`src/rtl/noc_port_requester.sv`:
```
// noc_port_requester: per-port flit FIFO + req/grant FSM; define NOC_PORT_PKT_CHECK_EN for err/err_cnt packet checking
module noc_port_requester #(
  parameter int DATA_W = 32,
  parameter int LEN_W = 12,
  parameter int DEPTH = 8
) (
  input  logic              clk,
  input  logic              rst,
  input  logic              in_valid,
  output logic              in_ready,
  input  logic [2:0]        in_flit_id,
  input  logic [DATA_W-1:0] in_data,
  input  logic              grant,
  output logic              req,
  output logic [2:0]        flit_id,
  output logic [LEN_W-1:0]  length,
  output logic              out_valid,
  output logic [2:0]        out_flit_id,
  output logic [DATA_W-1:0] out_data
`ifdef NOC_PORT_PKT_CHECK_EN
  ,
  output logic              err,
  output logic [7:0]        err_cnt
`endif
);
  localparam int AW = $clog2(DEPTH);
  localparam int CW = $clog2(DEPTH + 1);
  localparam logic [2:0] HDR = 3'b001;
  localparam logic [2:0] TAIL = 3'b100;
  typedef enum logic [1:0] {IDLE, REQ, SEND} state_t;
  state_t state, state_nxt;
  logic [DATA_W+2:0] mem [DEPTH];
  logic [AW-1:0] wr_ptr, rd_ptr;
  logic [CW-1:0] count;
  logic push, pop, fwd, empty, full;
  logic [2:0] head_id;
  logic [DATA_W-1:0] head_data;
  assign full = count == CW'(DEPTH);
  assign empty = count == '0;
  assign in_ready = !full;
  assign push = in_valid && !full;
  assign {head_id, head_data} = mem[rd_ptr];
  assign flit_id = empty ? 3'b000 : head_id;
  assign length = head_data[LEN_W-1:0];
  always_ff @(posedge clk)
    if (push) mem[wr_ptr] <= {in_flit_id, in_data};
  always_ff @(posedge clk)
    if (rst) begin
      wr_ptr <= '0;
      rd_ptr <= '0;
      count <= '0;
    end else begin
      if (push) wr_ptr <= wr_ptr + 1'b1;
      if (pop) rd_ptr <= rd_ptr + 1'b1;
      count <= count + CW'(push) - CW'(pop);
    end
  always_ff @(posedge clk)
    if (rst) state <= IDLE;
    else state <= state_nxt;
  always_comb
    state_nxt = state == IDLE ? (!empty && head_id == HDR ? REQ : IDLE)
              : state == REQ  ? (pop ? SEND : REQ)
              : (pop && head_id == TAIL ? IDLE : SEND);
  always_comb begin
    req = state != IDLE;
    fwd = state != IDLE && grant && !empty;
    pop = fwd || (state == IDLE && !empty && head_id != HDR);
  end
  always_ff @(posedge clk)
    if (rst) begin
      out_valid <= 1'b0;
      out_flit_id <= '0;
      out_data <= '0;
    end else begin
      out_valid <= fwd;
      if (fwd) begin
        out_flit_id <= head_id;
        out_data <= head_data;
      end
    end
`ifdef NOC_PORT_PKT_CHECK_EN
  logic [LEN_W:0] pkt_cnt;
  logic [LEN_W-1:0] pkt_len;
  logic err_ev;
  assign err_ev = (pop && !fwd)
               || (fwd && state == SEND && head_id == HDR)
               || (fwd && head_id == TAIL && pkt_cnt + 1'b1 != {1'b0, pkt_len});
  always_ff @(posedge clk)
    if (rst) begin
      pkt_cnt <= '0;
      pkt_len <= '0;
      err <= 1'b0;
      err_cnt <= '0;
    end else begin
      if (fwd) pkt_cnt <= head_id == HDR ? (LEN_W+1)'(1) : pkt_cnt + 1'b1;
      if (fwd && head_id == HDR) pkt_len <= length;
      if (err_ev) err <= 1'b1;
      if (err_ev && err_cnt != 8'hFF) err_cnt <= err_cnt + 1'b1;
    end
`endif
endmodule

```
`config.mk`:
```
export PLATFORM = sky130hd
export DESIGN_NAME = noc_port_requester
export DESIGN_NICKNAME = d
export VERILOG_FILES = /design/src/rtl/noc_port_requester.sv
export SDC_FILE = /design/constraint.sdc
export NUM_CORES = 1
export LEC_CHECK = 0
export BUFFER_PORTS_ARGS = -buffer_cell sky130_fd_sc_hd__buf_2
export CAP_MARGIN = 20
export CORE_MARGIN = 2
export CORE_UTILIZATION = 60
export DETAILED_ROUTE_END_ITERATION = 10
export GPL_ROUTABILITY_DRIVEN = 0
export MAX_ROUTING_LAYER = met4
export PLACE_DENSITY = 0.79
export REMOVE_ABC_BUFFERS = 1
export SYNTH_ARGS = -nofsm -noshare
export SYNTH_HDL_FRONTEND = slang
export SYNTH_SLANG_ARGS = --single-unit
export TNS_END_PERCENT = 50
```
`constraint.sdc`:
```
create_clock -name clk -period 4.5 [get_ports clk]
set_clock_uncertainty 0.2 [all_clocks]
set_input_delay 0.225 -clock clk [delete_from_list [all_inputs] [get_ports clk]]
set_output_delay 0.225 -clock clk [all_outputs]
set_load 0.005 [all_outputs]
```
After elaboration in Yosys (flattened, before gate mapping):

Memories as Yosys holds them, arrays and structs flattened. A register that Yosys moved wholly into a read port is not among the register bits.
Index checks and enable logic that the tools add are counted.

* add/subtract/negate cells: 4
* eq/ne operators: 5
* multiplexer cells: 10
* reductions and logical operators: 13

Operators with widths (count)
* $mux W3: 3
* $mux W2: 4
* $logic_and A1 B1 Y1: 7
* $add A3 B1 Y3 const B: 2
* $add A4 B1 Y4: 1
* $eq A4 B4 Y1 const B: 1
* $logic_not A4 Y1: 1
* $sub A4 B1 Y4: 1
* $eq A3 B1 Y1 const B: 1
* $eq A3 B3 Y1 const B: 1
* $mux W1: 3
* $ne A3 B1 Y1 const B: 1
* $eq A2 B1 Y1 const B: 1
* $logic_not A1 Y1: 2
* $logic_not A2 Y1: 1
* $reduce_bool A2 Y1: 1
* $logic_or A1 B1 Y1: 1

* bits in registers: 48
* bits in writable memories: 280
* input bits: 39
* output and inout port bits: 53
* word-level logic and storage cells: 40
* memories kept: 1

Memories
* mem: words 8, bits a word 35, read ports 1, clocked after memory_dff 1, write ports 1, line 32 `logic [DATA_W+2:0] mem [DEPTH];`

Longest topological paths before layout:

* depth after elaboration: 9
* depth in mapped cells: 12
* gate-level depth less buffers: 12

Worst setup path after synthesis:

OpenSTA, ideal clock, no wires.

* path kind: register to register
* from: register count[2]
* to: memory mem[0][0] in the netlist's numbering (enable)
* library setup time: 471 ps
* arrival: 3503 ps
* required time: 3829 ps
* path slack: 327 ps
* cell stages (with the launch flop): 7
* buffers on the path: 0
* period minus slack after synthesis: 4173 ps
* path through: dfxtp_1 > inv_1 > ha_1 > nand2_1 > nand2_1 > or2_2 > nor3_1

* cells in the longest elaborated chain, start to end: 5

Ends and longest elaborated chain
* start, declared: line 34 `logic [CW-1:0] count;`
* start signal, assigned: line 55 `count <= count + CW'(push) - CW'(pop);`
* $eq A4 B4 Y1: line 38 `assign full = count == CW'(DEPTH);`
* $logic_not A1 Y1
* named net in_ready: line 10 `output logic in_ready,`
* $logic_and A1 B1 Y1: line 41 `assign push = in_valid && !full;`
* $mux W1: line 46 `if (push) mem[wr_ptr] <= {in_flit_id, in_data};`
* $mux W1 (implied by the code): line 46
* end, declared: line 32

The timed path passes the listed nets, and every way through them passes these cells.

==> flow_summary.ini <==
[worst_setup_path]
start_kind = flop
path_buf_inv = 2
critical_path_class = flop to output pin
ff2ff_path_depth = 10
crit_arrival_ns = 3.13
crit_family = multiplexers
crit_fanout = 44
end_kind = output pin
critPathSlowestCell = buf_4
path_cells = buf_4 -> mux4_2 -> mux2_2 -> buf_2
reg2reg_slack_ns = 1.05
timing.rr.end = count[2]
critPathRequiredTime_ns = 4.07
critPathMaxStageDelay_ns = 0.78

[clock_network]
ctsHoldBuffers = 37
clockRootBuffer = clkbuf_16
ctsLongestPathBuffers = 3
clk_pin_slew_ns = 0.06
cts_buffers = 31
cts_sinks = 331
cts_setup_buffers = 0
cts_tree = done
clock_insertion_delay_worst_skew_ns = 0.55
cts_max_level = 1
ctsResizeCount = 0

[synth]
synth_cells = 639
synth_ff_type = edfxtp_1
synth_seq_cells = 331
synth_top_area_share_pct = 66.8
synth-edff-count = 280
ys_async_sr_fraction_pct = 0
synth_cell_type_count = 39
ys_seq_area_share_pct = 74.9
yosys_warnings = 0
yosysMostFrequentCell = edfxtp_1
syn_avg_cell_area_um2 = 19.7
synth_common_cells = edfxtp_1, mux4_2, nor2_1, dfxtp_1, nor3_1
synth_top_cell_by_area = edfxtp_1
synthTopCellsByArea = edfxtp_1, mux4_2, dfxtp_1, mux2i_1, nor2_1
synth_area_um2 = 12600

[global_routing]
grt-ovfl-total = 0
grt_max_degree = 45
grt_pass1_vias = 6751
grtUsageTotal_pct = 24.5
antenna_found_initial = 0
grt_pass1_wl_um = 39200

[detailed_routing]
drc = 0
drt-initial-drc-count = 478
ant_nets = 0
viasPerCell = 6.10
via_count = 6514
first_pass_iters = 7
drt-total-wl_um = 25800
wl_per_cell_um = 24.1

[placement]
dp_hpwl_um = 14800
dpl.cell_count = 973
placed_cell_area_um2 = 13300
port_buffers = 91

[floorplanning]
io_pins = 92
start_util_pct = 61.6
num_rows = 52
fp.dieArea_um2 = 22100
die_w_um = 149
coreArea_um2 = 20400
fp.dieH_um = 149

[sta]
layout_min_cycle_time_ns = 3.56
worst_pin_slew_ns = 1.05
fmax_mhz = 281
finalCritPeriodShare_pct = 79.1
rsz0062_at_grt = no
slew_headroom_pct = 29.9
setup_violations = 0
final_hold_viol_count = 0
slew_violations = 0

[cells_and_area]
fin_area_um2 = 14700
drive_above_1_share_pct = 32.2
fin_nets = 821
diodes = 0
area_growth_pct = 16.9
layout.cells.non_filler = 1067

[min_path]
min_path_cells = 2
hold_path_class = primary input to flop
hold_path_startpoint = rst
hold_end = out_data[7]

[power]
ir_drop_mv = 0.439
p_total_mw = 7.81
power_density_nw_per_um2 = 531
leakage_nw = 4.87

[flow_run]
maxCapViolCount = 0

[outcome]
status = complete, no violations
==> where the power goes <==
part	internal [mW]	switching (mW)
clock	1.47	1.08
sequential	3.54	0.166
combinational	0.779	0.776
total	5.79	2.03
==> area by class of cell <==
cell class              count  area, um2
flip-flops and latches    331       9440
fillers                  1218       5720
well taps                 270        338
repair buffers            145        966
multi-input cells         258       2950
clock buffers              39        826
clock inverters            18        175
inverters                   6       22.5
==> state kept, by name (all words and copies together) (netlist names), named ones only <==
register     count
count            4
mem            280
out_data        32
out_flit_id      3
out_valid        1
rd_ptr           3
state            2
wr_ptr           3
==> placed cells by master (no fill, tap or decap), types with 2 or more instances in the layout <==
cell,n
nand2_1,7
dfxtp_1,48
clkbuf_8,2
bufinv_16,3
buf_2,91
dfxtp_2,2
ha_1,8
clkinv_2,8
clkinv_1,2
nor2_1,45
clkbuf_1,6
mux2_2,12
inv_1,6
dlygate4sd3_1,37
mux4_1,2
a21oi_1,3
clkinvlp_4,5
mux2_1,2
mux4_2,68
mux2i_1,22
clkbuf_16,31
nor2_4,8
buf_4,16
xnor2_1,2
nand3_1,4
nor3_2,2
a211oi_1,24
nor2b_1,4
nand2b_1,4
nor3_1,25
edfxtp_1,280
==> per-layer routing <==
layer / global-route usage (%) / part of all wire [%] / up-vias
met1: 33.1 / 40 / 3347
met3: 3.18 / 7.4 / 36
li1: - / - / 2823
met4: 6.38 / 1.7 / 0
met5: - / 0 / -
met2: 40.5 / 51 / 308
==> through the flow <==
stage          TNS, ns  hold WS [ns]  util, %  setup WS (ns)
3_3_place_gp         0         0.271     65.3           1.07
5_1_grt              0        0.0725     72.0          0.678
6_report             0        0.0668     72.0          0.943
3_5_place_dp         0         0.288     65.3           1.02
2_1_floorplan    -5.99        0.0941        -          -1.14
4_1_cts              0        0.0670     72.0          0.823
==> logic make-up after synthesis <==
logic type	synth area share, %
fa+ha+maj	0.955
xor+xnor	0.209
mux	16.0
compound gates	1.77
flops	74.9
simple gates	3.96
buf+inv	2.16
==> worst max-delay path by stage <==
stage               startpoint   endpoint  depth (start not counted)
floorplan                 flop   count[2]                         10
global placement          flop   count[2]                         10
detailed placement        flop   count[2]                         10
CTS                       flop  length[5]                          4
global route              flop  length[5]                          4
finish                    flop  length[5]                          4
No activity file was read; power rests on OpenSTA's default activity.
